===== src/rtl/trace_pkg.sv =====
// ============================================================================
// trace_pkg : mode encodings, record field offsets, ceil-division helper
// Rev 1.0
// ============================================================================
`default_nettype none

package trace_pkg;

  typedef enum logic [1:0] {
    TR_ALL  = 2'd0,
    TR_SYNC = 2'd1,
    TR_WIN  = 2'd2,
    TR_WR   = 2'd3
  } trace_mode_e;

  // Record layout, LSB first: data, addr, rnw, sync, ovf
  localparam int REC_DATA_LSB = 0;

  function automatic int rec_addr_lsb(input int data_w);
    return data_w;
  endfunction

  function automatic int rec_rnw_bit(input int addr_w, input int data_w);
    return addr_w + data_w;
  endfunction

  function automatic int rec_sync_bit(input int addr_w, input int data_w);
    return addr_w + data_w + 1;
  endfunction

  function automatic int rec_ovf_bit(input int addr_w, input int data_w);
    return addr_w + data_w + 2;
  endfunction

  function automatic int ceil_div(input int num, input int den);
    return (num + den - 1) / den;
  endfunction

endpackage

`default_nettype wire


===== src/rtl/trace_fifo.sv =====
// ============================================================================
// trace_fifo : synchronous record FIFO with full/empty/count
// Rev 1.0
// ============================================================================
`default_nettype none

module trace_fifo #(
  parameter int WIDTH      = 27,
  parameter int DEPTH_LOG2 = 4
) (
  input  logic                  clk,
  input  logic                  rst_n,
  input  logic                  i_wr,
  input  logic [WIDTH-1:0]      i_wdata,
  input  logic                  i_rd,
  output logic [WIDTH-1:0]      o_rdata,
  output logic                  o_full,
  output logic                  o_empty,
  output logic [DEPTH_LOG2:0]   o_count
);

  localparam int DEPTH = 2 ** DEPTH_LOG2;

  logic [WIDTH-1:0]      r_mem [DEPTH];
  logic [DEPTH_LOG2-1:0] r_wr_ptr;
  logic [DEPTH_LOG2-1:0] r_rd_ptr;
  logic [DEPTH_LOG2:0]   r_count;
  logic                  w_do_wr;
  logic                  w_do_rd;

  assign o_full  = (r_count == (DEPTH_LOG2+1)'(DEPTH));
  assign o_empty = (r_count == '0);
  assign o_count = r_count;
  assign o_rdata = r_mem[r_rd_ptr];

  // A read in the same cycle frees the slot, so a write to a full FIFO is legal then
  assign w_do_rd = i_rd & ~o_empty;
  assign w_do_wr = i_wr & (~o_full | w_do_rd);

  always_ff @(posedge clk) begin
    if (w_do_wr) begin
      r_mem[r_wr_ptr] <= i_wdata;
    end
  end

  always_ff @(posedge clk or negedge rst_n) begin
    if (!rst_n) begin
      r_wr_ptr <= '0;
      r_rd_ptr <= '0;
      r_count  <= '0;
    end else begin
      if (w_do_wr) begin
        r_wr_ptr <= r_wr_ptr + DEPTH_LOG2'(1);
      end
      if (w_do_rd) begin
        r_rd_ptr <= r_rd_ptr + DEPTH_LOG2'(1);
      end
      case ({w_do_wr, w_do_rd})
        2'b10:   r_count <= r_count + (DEPTH_LOG2+1)'(1);
        2'b01:   r_count <= r_count - (DEPTH_LOG2+1)'(1);
        default: r_count <= r_count;
      endcase
    end
  end

endmodule

`default_nettype wire


===== src/rtl/cpu_trace_capture.sv =====
// ============================================================================
// cpu_trace_capture : filtered 6502 bus-cycle capture, FIFO, beat serialiser
// Rev 1.0
// ============================================================================
`default_nettype none

module cpu_trace_capture
  import trace_pkg::*;
#(
  parameter int ADDR_W     = 16,
  parameter int DATA_W     = 8,
  parameter int OUT_W      = 10,
  parameter int DEPTH_LOG2 = 4
) (
  input  logic                  clock,
  input  logic                  reset_n,
  input  logic                  cpu_clken,
  input  logic [ADDR_W-1:0]     cpu_addr,
  input  logic [DATA_W-1:0]     cpu_din,
  input  logic                  cpu_rnw,
  input  logic                  cpu_sync,
  input  logic                  trace_en,
  input  logic [1:0]            mode,
  input  logic [ADDR_W-1:0]     win_lo,
  input  logic [ADDR_W-1:0]     win_hi,
  output logic [OUT_W-1:0]      out_data,
  output logic                  out_first,
  output logic                  out_valid,
  input  logic                  out_ready,
  output logic [DEPTH_LOG2:0]   fifo_level,
  output logic                  overflow
);

  localparam int REC_W    = ADDR_W + DATA_W + 3;
  localparam int NBEATS   = ceil_div(REC_W, OUT_W);
  localparam int SH_W     = NBEATS * OUT_W;
  localparam int BEAT_W   = (NBEATS > 1) ? $clog2(NBEATS) : 1;
  localparam int ADDR_LSB = rec_addr_lsb(DATA_W);
  localparam int RNW_BIT  = rec_rnw_bit(ADDR_W, DATA_W);
  localparam int SYNC_BIT = rec_sync_bit(ADDR_W, DATA_W);
  localparam int OVF_BIT  = rec_ovf_bit(ADDR_W, DATA_W);

  localparam logic [1:0] S_IDLE = 2'd0;
  localparam logic [1:0] S_LOAD = 2'd1;
  localparam logic [1:0] S_SEND = 2'd2;

  logic [1:0]          r_state;
  logic [1:0]          w_state_nxt;
  logic [SH_W-1:0]     r_shift;
  logic [BEAT_W-1:0]   r_beat;
  logic                r_te_d;
  logic                r_pending_ovf;
  logic                r_overflow;

  logic                w_filter;
  logic                w_q;
  logic                w_rise;
  logic                w_pend_eff;
  logic                w_pop;
  logic                w_wr_acc;
  logic                w_drop;
  logic                w_last;
  logic                w_busy;
  logic [REC_W-1:0]    w_rec;
  logic [REC_W-1:0]    w_rdata;
  logic                w_full;
  logic                w_empty;
  logic [DEPTH_LOG2:0] w_count;

  always_comb begin
    w_filter = 1'b0;
    case (trace_mode_e'(mode))
      TR_ALL:  w_filter = 1'b1;
      TR_SYNC: w_filter = cpu_sync;
      TR_WIN:  w_filter = (cpu_addr >= win_lo) && (cpu_addr <= win_hi);
      TR_WR:   w_filter = ~cpu_rnw;
      default: w_filter = 1'b0;
    endcase
  end

  assign w_q        = trace_en & cpu_clken & w_filter;
  assign w_rise     = trace_en & ~r_te_d;
  assign w_pend_eff = r_pending_ovf & ~w_rise;

  // Full only blocks a write when the serialiser is not popping this very cycle
  assign w_wr_acc = w_q & (~w_full | w_pop);
  assign w_drop   = w_q & w_full & ~w_pop;

  always_comb begin
    w_rec                          = '0;
    w_rec[REC_DATA_LSB +: DATA_W]  = cpu_din;
    w_rec[ADDR_LSB +: ADDR_W]      = cpu_addr;
    w_rec[RNW_BIT]                 = cpu_rnw;
    w_rec[SYNC_BIT]                = cpu_sync;
    w_rec[OVF_BIT]                 = w_pend_eff;
  end

  trace_fifo #(
    .WIDTH      (REC_W),
    .DEPTH_LOG2 (DEPTH_LOG2)
  ) u_fifo (
    .clk     (clock),
    .rst_n   (reset_n),
    .i_wr    (w_wr_acc),
    .i_wdata (w_rec),
    .i_rd    (w_pop),
    .o_rdata (w_rdata),
    .o_full  (w_full),
    .o_empty (w_empty),
    .o_count (w_count)
  );

  always_ff @(posedge clock or negedge reset_n) begin
    if (!reset_n) begin
      r_te_d        <= 1'b0;
      r_pending_ovf <= 1'b0;
      r_overflow    <= 1'b0;
    end else begin
      r_te_d <= trace_en;
      if (w_drop) begin
        r_pending_ovf <= 1'b1;
        r_overflow    <= 1'b1;
      end else begin
        if (w_wr_acc || w_rise) begin
          r_pending_ovf <= 1'b0;
        end
        if (w_rise) begin
          r_overflow <= 1'b0;
        end
      end
    end
  end

  assign w_last = (r_beat == BEAT_W'(NBEATS - 1));

  always_ff @(posedge clock or negedge reset_n) begin
    if (!reset_n) begin
      r_state <= S_IDLE;
    end else begin
      r_state <= w_state_nxt;
    end
  end

  // Entering LOAD on an incoming write gives beat 0 two cycles after capture
  always_comb begin
    w_state_nxt = r_state;
    case (r_state)
      S_IDLE: begin
        if (!w_empty || w_wr_acc) begin
          w_state_nxt = S_LOAD;
        end
      end
      S_LOAD: w_state_nxt = S_SEND;
      S_SEND: begin
        if (out_ready && w_last) begin
          w_state_nxt = w_empty ? S_IDLE : S_LOAD;
        end
      end
      default: w_state_nxt = S_IDLE;
    endcase
  end

  always_comb begin
    w_pop     = (r_state == S_LOAD);
    w_busy    = (r_state == S_SEND);
    out_valid = w_busy;
    out_first = w_busy && (r_beat == '0);
    out_data  = w_busy ? r_shift[OUT_W-1:0] : '0;
  end

  always_ff @(posedge clock or negedge reset_n) begin
    if (!reset_n) begin
      r_shift <= '0;
      r_beat  <= '0;
    end else if (w_pop) begin
      r_shift <= SH_W'(w_rdata);
      r_beat  <= '0;
    end else if (w_busy && out_ready) begin
      r_shift <= r_shift >> OUT_W;
      r_beat  <= r_beat + BEAT_W'(1);
    end
  end

  assign fifo_level = w_count + {{DEPTH_LOG2{1'b0}}, w_busy};
  assign overflow   = r_overflow;

endmodule

`default_nettype wire

===== config.mk =====
export PLATFORM = sky130hd
export DESIGN_NAME = cpu_trace_capture
export DESIGN_NICKNAME = d
export VERILOG_FILES = /design/src/rtl/trace_pkg.sv /design/src/rtl/trace_fifo.sv /design/src/rtl/cpu_trace_capture.sv
export SDC_FILE = /design/constraint.sdc
export NUM_CORES = 1
export LEC_CHECK = 0
export BUFFER_PORTS_ARGS = -buffer_cell sky130_fd_sc_hd__buf_4
export CAP_MARGIN = 20
export CORE_UTILIZATION = 50
export DETAILED_ROUTE_END_ITERATION = 12
export MAX_ROUTING_LAYER = met4
export PLACE_DENSITY = 0.69
export SYNTH_ARGS = -nofsm -noshare
export SYNTH_HDL_FRONTEND = slang
export SYNTH_HIERARCHICAL = 1
export SYNTH_SLANG_ARGS = --single-unit

===== constraint.sdc =====
create_clock -name clock -period 5.55 [get_ports clock]
set_input_delay 0 -clock clock [delete_from_list [all_inputs] [get_ports clock]]
set_output_delay 0 -clock clock [all_outputs]
set_load 0.005 [all_outputs]

==> impl_results.html, run 1 <==
<table>
<tr><th>Metric</th><th>Value</th></tr>
<tr><th colspan="2">Yosys</th></tr>
<tr><td>Sequential element share of the synthesized area</td><td>72.5%</td></tr>
<tr><td>Share of the synthesized area in the top cell type</td><td>66.5%</td></tr>
<tr><td>Most numerous cell in the Yosys netlist</td><td>sky130_fd_sc_hd__edfxtp_1</td></tr>
<tr><td>Yosys warning count</td><td>6</td></tr>
<tr><td>Cell variety after synth</td><td>56</td></tr>
<tr><td>Asr flop ratio synth</td><td>9.81%</td></tr>
<tr><td>Leading cell types by count after synthesis</td><td>432 x sky130_fd_sc_hd__edfxtp_1, 108 x sky130_fd_sc_hd__mux4_2, 79 x sky130_fd_sc_hd__nand2_1</td></tr>
<tr><td>Post-synthesis cell count</td><td>1050</td></tr>
<tr><td>Largest cells by area after synthesis</td><td>sky130_fd_sc_hd__edfxtp_1 66%, sky130_fd_sc_hd__mux4_2 12%, sky130_fd_sc_hd__dfrtp_1 6.0%, sky130_fd_sc_hd__ha_1 2.8%, sky130_fd_sc_hd__a22oi_1 2.1%</td></tr>
<tr><td>Synthesized area divided by synthesized cell count</td><td>18.6 sq um</td></tr>
<tr><td>Mapped Nets</td><td>1160</td></tr>
<tr><td>Top flip-flop cell by instance count after synthesis</td><td>sky130_fd_sc_hd__edfxtp_1</td></tr>
<tr><td>Post-synthesis sequential element count</td><td>479</td></tr>
<tr><td>Cell taking the most area after synthesis</td><td>sky130_fd_sc_hd__edfxtp_1</td></tr>
<tr><td>Post-Synthesis Cell Area</td><td>0.0195 sq mm</td></tr>
<tr><td>Number of synthesized flops with an enable pin</td><td>432</td></tr>
<tr><th colspan="2">Timing</th></tr>
<tr><td>Final count of hold timing violations</td><td>0</td></tr>
<tr><td>Setup Total Neg Slack</td><td>0 ns</td></tr>
<tr><td>Maximum clock rate</td><td>272 MHz</td></tr>
<tr><td>Max-slew violation count</td><td>0</td></tr>
<tr><td>Crit path time final</td><td>3.68 ns</td></tr>
<tr><td>Worst-Margin Slew</td><td>1.13 ns</td></tr>
<tr><td>Number of setup violations in the final report</td><td>0</td></tr>
<tr><td>Max-slew headroom at the worst pin</td><td>24.7%</td></tr>
<tr><td>Fraction of the cycle the final worst path needs</td><td>66.3%</td></tr>
<tr><td>RSZ-0062 raised after global routing</td><td>no</td></tr>
<tr><td>Layout Skew</td><td>0.0259 ns</td></tr>
<tr><th colspan="2">Job</th></tr>
<tr><td>Count of maximum capacitance violations</td><td>0</td></tr>
<tr><th colspan="2">Placed design</th></tr>
<tr><td>Gp weighted congestion</td><td>0.797</td></tr>
<tr><td>Cell area reported after detailed placement</td><td>0.0209 sq mm</td></tr>
<tr><td>Number of port buffers</td><td>82</td></tr>
<tr><td>Post-DP HPWL</td><td>24600 um</td></tr>
<tr><th colspan="2">GRT</th></tr>
<tr><td>Maximum number of pins on one net before global-route repair</td><td>53</td></tr>
<tr><td>Congestion Overflow GR</td><td>0</td></tr>
<tr><td>Via count of the first global-routing pass</td><td>10400</td></tr>
<tr><td>Initial antenna violation count</td><td>0</td></tr>
<tr><td>Global-route wire length before repair</td><td>63000 um</td></tr>
<tr><td>Global-route usage over all layers</td><td>22.6%</td></tr>
<tr><th colspan="2">Finish</th></tr>
<tr><td>Storage cell area</td><td>0.0142 sq mm</td></tr>
<tr><td>Layout fillers</td><td>2903</td></tr>
<tr><td>Syn-to-layout area delta</td><td>16.5%</td></tr>
<tr><td>Number of inserted diodes</td><td>0</td></tr>
<tr><td>Post-route cell area</td><td>0.0228 sq mm</td></tr>
<tr><td>Final core area utilization</td><td>59.0%</td></tr>
<tr><td>Share of cells above drive strength 1</td><td>25.5%</td></tr>
<tr><td>Net count reported at finish</td><td>1301</td></tr>
<tr><td>Area occupied by multi-input gates</td><td>0.00509 sq mm</td></tr>
<tr><th colspan="2">Drt</th></tr>
<tr><td>Routed length per placed instance</td><td>24.1 um</td></tr>
<tr><td>DRT Pass-1 Iters</td><td>5</td></tr>
<tr><td>Vias per cell</td><td>5.84</td></tr>
<tr><td>Overall routed net length</td><td>42100 um</td></tr>
<tr><td>Number of nets still failing antenna checks after routing</td><td>0</td></tr>
<tr><td>Number of DRC markers after the initial detailed-route iteration</td><td>718</td></tr>
<tr><td>DRC Markers</td><td>0</td></tr>
<tr><td>Vias after detailed routing</td><td>10200</td></tr>
<tr><th colspan="2">Critical path</th></tr>
<tr><td>Peak fanout along the critical path</td><td>18</td></tr>
<tr><td>Crit path buf inv count</td><td>3</td></tr>
<tr><td>Nature of the critical path startpoint</td><td>input pin</td></tr>
<tr><td>Slowest cell on crit path</td><td>sky130_fd_sc_hd__dlygate4sd3_1</td></tr>
<tr><td>CP Data Required Time</td><td>6.03 ns</td></tr>
<tr><td>Crit-path leading delay family</td><td>compound AO/OA/AOI/OAI gates</td></tr>
<tr><td>Logic depth of the worst path, buffers included</td><td>16</td></tr>
<tr><td>Critical path's largest stage delay</td><td>0.53 ns</td></tr>
<tr><td>Category of the worst setup path capture point</td><td>register</td></tr>
<tr><td>Cells on worst reg2reg path</td><td>10</td></tr>
<tr><td>Critical Path AT</td><td>4.16 ns</td></tr>
<tr><td>Cells traversed along the worst timing path</td><td>dlygate4sd3_1 -&gt; buf_4 -&gt; ha_1 -&gt; a211o_1 -&gt; a31oi_1 -&gt; nor3_1 -&gt; o311a_1 -&gt; o32ai_4 -&gt; a21oi_1 -&gt; buf_4 -&gt; or2_2 -&gt; fa_1 -&gt; nand2b_1 -&gt; a211o_1 -&gt; o31a_1 -&gt; o211ai_1</td></tr>
<tr><td>Type of the setup path with the least slack</td><td>in2reg</td></tr>
<tr><th colspan="2">Floorplanning</th></tr>
<tr><td>Height of the die</td><td>200 um</td></tr>
<tr><td>Initial core utilization</td><td>50.6%</td></tr>
<tr><td>Core Region</td><td>0.0386 sq mm</td></tr>
<tr><td>Chip Width</td><td>200 um</td></tr>
<tr><td>Die area</td><td>0.0398 sq mm</td></tr>
<tr><td>Count of pins on the block boundary</td><td>83</td></tr>
<tr><td>Rows</td><td>72</td></tr>
<tr><th colspan="2">Power</th></tr>
<tr><td>Peak supply drop</td><td>271 uV</td></tr>
<tr><td>Overall Power</td><td>0.0106 W</td></tr>
<tr><td>Leakage Power</td><td>7.91 nW</td></tr>
<tr><td>Power density over the cells</td><td>466 mW/mm^2</td></tr>
<tr><th colspan="2">Hold path</th></tr>
<tr><td>Worst min path class</td><td>in2async</td></tr>
<tr><th colspan="2">Clock tree</th></tr>
<tr><td>Max Root-Sink Buffers</td><td>3</td></tr>
<tr><td>Clk pin slew, worst setup/hold paths</td><td>0.06 ns</td></tr>
<tr><td>Total number of clock tree sinks</td><td>479</td></tr>
<tr><td>Clock latency reported for the late side of the worst-skew pair</td><td>0.56 ns</td></tr>
<tr><td>Clock tree from TritonCTS</td><td>built</td></tr>
<tr><td>CTS Root Buffer Type</td><td>sky130_fd_sc_hd__clkbuf_16</td></tr>
<tr><td>H-tree levels</td><td>2</td></tr>
<tr><td>Number of buffers inserted during clock tree synthesis</td><td>47</td></tr>
<tr><th colspan="2">Status</th></tr>
<tr><td>Outcome</td><td>complete, no violations</td></tr>
</table>
==> area by class of cell <==
cell class	instances	share of cell area (%)
Sequential cell	479	62.2
Timing Repair Buffer	139	5.10
Multi-Input combinational cell	481	22.4
Clock inverter	27	1.23
Tap cell	518	2.85
Clock buffer	57	5.52
Inverter	43	0.709
==> path summary, 6_finish.rpt <==
check / slack [ns] / to / start
max in group asynchronous: 5.01 / u_fifo/r_rd_ptr[1] / reset_n
worst min register to register: 0.50 / r_shift[25] / r_shift[25]
min in group clock: 0.14 / r_te_d / trace_en
worst max register to register: 2.14 / u_fifo/o_count[4] / r_state[1]
worst max-delay path: 1.87 / u_fifo/o_count[4] / cpu_addr[2]
worst min-delay path: 0.04 / r_shift[1] / reset_n
==> where the power goes <==
group	switching [W]	internal, W
sequential	0.000341	0.00417
combinational	0.00152	0.00139
clock	0.00129	0.00188
total	0.00315	0.00744
==> flip-flops by register name, summed over array words and instances, names as in the netlist <==
signal and flops:
overflow 1, r_beat 2, r_pending_ovf 1, r_shift 27
r_state 2, r_te_d 1, u_fifo/o_count 5, u_fifo/r_mem 432
u_fifo/r_rd_ptr 4, u_fifo/r_wr_ptr 4
==> what timing repair did <==
item / 4_1_cts / 5_1_grt
endpoints found under the hold margin: 470 / 0
setup buffers: 0 / 0
hold buffers: 29 / 0
resized for setup: 0 / 0
==> layout by cell type, fill, tap and decap left out, types with 3 or more instances in the layout <==
master	n
sky130_fd_sc_hd__edfxtp_1	432
sky130_fd_sc_hd__mux4_2	108
sky130_fd_sc_hd__buf_4	107
sky130_fd_sc_hd__nand2_1	79
sky130_fd_sc_hd__a22oi_1	54
sky130_fd_sc_hd__clkbuf_16	49
sky130_fd_sc_hd__dfrtp_1	45
sky130_fd_sc_hd__ha_1	44
sky130_fd_sc_hd__inv_1	42
sky130_fd_sc_hd__dlygate4sd3_1	29
sky130_fd_sc_hd__nor2_1	23
sky130_fd_sc_hd__nand3_1	19
sky130_fd_sc_hd__a31oi_1	18
sky130_fd_sc_hd__and2_1	14
sky130_fd_sc_hd__a21oi_1	13
sky130_fd_sc_hd__nor2_4	12
sky130_fd_sc_hd__clkinv_1	11
sky130_fd_sc_hd__xnor2_1	10
sky130_fd_sc_hd__nand2b_1	10
sky130_fd_sc_hd__a22o_1	10
sky130_fd_sc_hd__clkinv_2	9
sky130_fd_sc_hd__clkbuf_1	8
sky130_fd_sc_hd__o21ai_0	7
sky130_fd_sc_hd__bufinv_16	6
sky130_fd_sc_hd__nand4_1	5
sky130_fd_sc_hd__a21o_1	4
sky130_fd_sc_hd__nor2b_1	3
sky130_fd_sc_hd__a211o_1	3
sky130_fd_sc_hd__mux2i_1	3
sky130_fd_sc_hd__nor3_2	3
==> metal layers <==
metal | track usage, % | wire length (um) | up-vias | part of all wire [%]
met5 | - | 0 | - | 0
met4 | 6.08 | 881 | 0 | 2.1
met3 | 3.75 | 2880 | 70 | 6.9
met2 | 36.4 | 21000 | 365 | 50
met1 | 30.0 | 17300 | 5247 | 41
li1 | - | - | 4508 | -
==> kinds of logic (layout without fill, tap and decap cells) <==
logic type	after synthesis	after routing	synth area share (%)
flip-flops	479	479	72.5
AND/OR/NAND/NOR	180	180	4.24
AO/OA/AOI/OAI	131	131	5.04
multiplexers	113	113	12.7
buffers and inverters	90	266	2.05
adder cells (fa/ha/maj)	45	45	2.92
XOR/XNOR	12	12	0.538
==> through the flow <==
step / hold slack, ns / setup slack, ns / instances
2_1_floorplan: -0.296 / 0.982 / 1050
3_3_place_gp: 0.0705 / 1.92 / 1630
3_5_place_dp: 0.0700 / 1.87 / 1630
4_1_cts: 0.0369 / 1.89 / 1743
5_1_grt: 0.0837 / 1.65 / 1744
6_report: 0.0370 / 1.87 / 1744
No activity file was read; power rests on OpenSTA's default activity.
==> run 2: changes to the inputs <==
==> constraint.sdc (replaced) <==
create_clock -name clock -period 3.72 [get_ports clock]
set_input_delay 0 -clock clock [delete_from_list [all_inputs] [get_ports clock]]
set_output_delay 0 -clock clock [all_outputs]
set_load 0.005 [all_outputs]
==> run 2 against run 1 <==
  * First-iteration DRC count grew 33%
  * Routed wire length grew 3.6%
  * Die area is the same
  * Flip-flop and latch count is the same
  * Non-clock buffer count grew 18
==> impl_results.html, run 2 (synthesis gave the netlist of run 1 again) <==
<table>
<tr><th>Metric</th><th>Value</th></tr>
<tr><th colspan="2">Power</th></tr>
<tr><td>Sequential group share of total power</td><td>42.1%</td></tr>
<tr><td>Comb power frac</td><td>28.7%</td></tr>
<tr><td>Peak supply drop</td><td>578 uV</td></tr>
<tr><td>Power density over the cells</td><td>691 mW/mm^2</td></tr>
<tr><td>Clock network fraction of design power</td><td>29.2%</td></tr>
<tr><td>Power dissipated by switching net loads</td><td>0.00477 W</td></tr>
<tr><td>Switching Fraction</td><td>30.1%</td></tr>
<tr><td>Total internal power</td><td>0.0111 W</td></tr>
<tr><td>Leakage Power</td><td>8.01 nW</td></tr>
<tr><th colspan="2">Floorplanning</th></tr>
<tr><td>Die area</td><td>0.0398 sq mm</td></tr>
<tr><td>Core Region</td><td>0.0386 sq mm</td></tr>
<tr><td>Count of pins on the block boundary</td><td>83</td></tr>
<tr><td>Chip Width</td><td>200 um</td></tr>
<tr><td>Height of the die</td><td>200 um</td></tr>
<tr><td>Initial core utilization</td><td>50.6%</td></tr>
<tr><td>Rows</td><td>72</td></tr>
<tr><th colspan="2">Timing</th></tr>
<tr><td>Post-route setup slack</td><td>0.303 ns</td></tr>
<tr><td>Final count of hold timing violations</td><td>0</td></tr>
<tr><td>RSZ-0062 raised after global routing</td><td>no</td></tr>
<tr><td>Fraction of the cycle the final worst path needs</td><td>91.9%</td></tr>
<tr><td>Crit path time final</td><td>3.42 ns</td></tr>
<tr><td>Number of setup violations in the final report</td><td>0</td></tr>
<tr><td>Max-slew headroom at the worst pin</td><td>30.5%</td></tr>
<tr><td>Layout Skew</td><td>0.0154 ns</td></tr>
<tr><td>Worst-Margin Slew</td><td>1.04 ns</td></tr>
<tr><td>Setup Total Neg Slack</td><td>0 ns</td></tr>
<tr><td>Maximum clock rate</td><td>293 MHz</td></tr>
<tr><td>Max-slew violation count</td><td>0</td></tr>
<tr><th colspan="2">Placed design</th></tr>
<tr><td>Post-DP HPWL</td><td>25400 um</td></tr>
<tr><td>Number of port buffers</td><td>82</td></tr>
<tr><td>Count of placed standard cells including taps</td><td>1649</td></tr>
<tr><td>Pre-CTS setup slack</td><td>0.283 ns</td></tr>
<tr><td>Cell area reported after detailed placement</td><td>0.0211 sq mm</td></tr>
<tr><td>Gp weighted congestion</td><td>0.804</td></tr>
<tr><th colspan="2">Critical path</th></tr>
<tr><td>Slowest cell on crit path</td><td>sky130_fd_sc_hd__dlygate4sd3_1</td></tr>
<tr><td>Cells on worst reg2reg path</td><td>10</td></tr>
<tr><td>Critical path's largest stage delay</td><td>0.53 ns</td></tr>
<tr><td>Most common cell type on the critical path</td><td>sky130_fd_sc_hd__a211o_1</td></tr>
<tr><td>CP Data Required Time</td><td>4.19 ns</td></tr>
<tr><td>Crit path buf inv count</td><td>2</td></tr>
<tr><td>Worst R2R End</td><td>u_fifo/o_count[4]</td></tr>
<tr><td>Type of the setup path with the least slack</td><td>in2reg</td></tr>
<tr><td>Peak fanout along the critical path</td><td>18</td></tr>
<tr><td>Slack of the worst reg-to-reg path</td><td>0.92 ns</td></tr>
<tr><td>Cells traversed along the worst timing path</td><td>dlygate4sd3_1 -&gt; buf_4 -&gt; ha_1 -&gt; a211o_1 -&gt; a31oi_1 -&gt; nor3_1 -&gt; o311a_1 -&gt; o32ai_4 -&gt; a21oi_1 -&gt; or2_2 -&gt; fa_1 -&gt; nand2b_1 -&gt; a211o_1 -&gt; o31a_1 -&gt; o211ai_1</td></tr>
<tr><td>Logic depth of the worst path, buffers included</td><td>15</td></tr>
<tr><td>Critical Path AT</td><td>3.89 ns</td></tr>
<tr><td>Worst reg2reg startpoint</td><td>u_fifo/o_count[1]</td></tr>
<tr><td>Nature of the critical path startpoint</td><td>input pin</td></tr>
<tr><td>Crit-path leading delay family</td><td>compound AO/OA/AOI/OAI gates</td></tr>
<tr><td>Category of the worst setup path capture point</td><td>register</td></tr>
<tr><th colspan="2">Finish</th></tr>
<tr><td>Finished Layout Cells</td><td>1762</td></tr>
<tr><td>Net count reported at finish</td><td>1318</td></tr>
<tr><td>Share of cells above drive strength 1</td><td>26.5%</td></tr>
<tr><td>Highest-count cells in the layout ignoring fill and taps</td><td>432 x sky130_fd_sc_hd__edfxtp_1, 120 x sky130_fd_sc_hd__buf_4, 108 x sky130_fd_sc_hd__mux4_2</td></tr>
<tr><td>Post-route cell area</td><td>0.0229 sq mm</td></tr>
<tr><td>Most common cell after layout, fill and taps aside</td><td>sky130_fd_sc_hd__edfxtp_1</td></tr>
<tr><td>Most flops, register</td><td>u_fifo/r_mem</td></tr>
<tr><td>Syn-to-layout area delta</td><td>17.4%</td></tr>
<tr><td>Max reg flops</td><td>432</td></tr>
<tr><td>Number of inserted diodes</td><td>0</td></tr>
<tr><th colspan="2">Hold path</th></tr>
<tr><td>Worst min path class</td><td>in2async</td></tr>
<tr><th colspan="2">GRT</th></tr>
<tr><td>Maximum number of pins on one net before global-route repair</td><td>58</td></tr>
<tr><td>Congestion Overflow GR</td><td>0</td></tr>
<tr><td>Global-route wire length before repair</td><td>64500 um</td></tr>
<tr><td>Via count of the first global-routing pass</td><td>10300</td></tr>
<tr><td>Global-route usage over all layers</td><td>23.5%</td></tr>
<tr><td>Initial antenna violation count</td><td>0</td></tr>
<tr><th colspan="2">Drt</th></tr>
<tr><td>Number of DRC markers after the initial detailed-route iteration</td><td>952</td></tr>
<tr><td>Vias per cell</td><td>5.93</td></tr>
<tr><td>Vias after detailed routing</td><td>10500</td></tr>
<tr><td>DRC Markers</td><td>0</td></tr>
<tr><td>Routed length per placed instance</td><td>24.7 um</td></tr>
<tr><td>Number of nets still failing antenna checks after routing</td><td>0</td></tr>
<tr><td>DRT Pass-1 Iters</td><td>5</td></tr>
<tr><td>Overall routed net length</td><td>43600 um</td></tr>
<tr><th colspan="2">Clock tree</th></tr>
<tr><td>Clk pin slew, worst setup/hold paths</td><td>0.06 ns</td></tr>
<tr><td>Number of buffers inserted during clock tree synthesis</td><td>46</td></tr>
<tr><td>Max Root-Sink Buffers</td><td>3</td></tr>
<tr><td>Clock tree from TritonCTS</td><td>built</td></tr>
<tr><td>H-tree levels</td><td>2</td></tr>
<tr><td>Clock latency reported for the late side of the worst-skew pair</td><td>0.56 ns</td></tr>
<tr><td>Total number of clock tree sinks</td><td>479</td></tr>
<tr><td>CTS Root Buffer Type</td><td>sky130_fd_sc_hd__clkbuf_16</td></tr>
<tr><td>Buffer count from post-CTS setup fixing</td><td>0</td></tr>
<tr><th colspan="2">Job</th></tr>
<tr><td>Count of maximum capacitance violations</td><td>0</td></tr>
<tr><th colspan="2">Status</th></tr>
<tr><td>Outcome</td><td>complete, no violations</td></tr>
</table>
-- run 2: changes by cell type in the layout (fill, tap and decap cells not counted), sizes merged --
cell / delta
clkinv: -6
bufinv: -1
inv: +2
clkinvlp: +1
buf: +18
clkbuf: +4
-- run 2: final cells by class --
type | instances | area [sq um]
well taps | 518 | 648
fillers | 2901 | 15600
inverters | 43 | 161
multi-input cells | 481 | 5110
flip-flops and latches | 479 | 14200
clock inverters | 23 | 244
clock buffers | 61 | 1250
repair buffers | 157 | 1350
-- run 2: timing repair --
| item | 4_1_cts | 5_1_grt |
|---|---|---|
| endpoints found under the hold margin | 470 | 0 |
| gates resized for setup | 0 | 0 |
| hold buffers | 29 | 0 |
-- run 2: power by group through the flow --
| stage | registers (W) | clock network (W) | logic [W] |
|---|---|---|---|
| 2_1_floorplan | 0.00649 | 0 | 0.00328 |
| 3_3_place_gp | 0.00676 | 0 | 0.00444 |
| 3_5_place_dp | 0.00678 | 0 | 0.00452 |
| 4_1_cts | 0.00667 | 0.00469 | 0.00457 |
| 5_1_grt | 0.00671 | 0.00490 | 0.00491 |
| 6_report | 0.00667 | 0.00463 | 0.00454 |
-- run 2: through the flow --
stage | power, W | hold WS [ns] | util, %
final | 0.0158 | 0.0206 | 59.5
after global routing | 0.0165 | 0.0687 | 59.5
after CTS | 0.0159 | 0.0235 | 59.5
after detailed placement | 0.0113 | 0.0619 | 54.8
after global placement | 0.0112 | 0.0595 | 54.8
after floorplan | 0.00977 | -0.296 | -
-- run 2: routing by layer --
layer | GRT usage (%) | vias to the layer above | routed length [um]
li1 | - | 4533 | -
met4 | 5.80 | 0 | 850
met2 | 37.2 | 444 | 21400
met1 | 32.2 | 5407 | 18100
met5 | - | - | 0
met3 | 3.68 | 67 | 3230
-- run 2: worst max-delay path by stage --
stage,end,startpoint,slack (ns)
after floorplan,u_fifo/r_mem[11][0],win_hi[14],0.08
after global placement,u_fifo/o_count[4],cpu_addr[2],0.32
after detailed placement,u_fifo/o_count[4],cpu_addr[2],0.28
after CTS,u_fifo/o_count[4],cpu_addr[2],0.31
after global routing,u_fifo/o_count[4],cpu_addr[2],0.15
final,u_fifo/o_count[4],cpu_addr[2],0.30
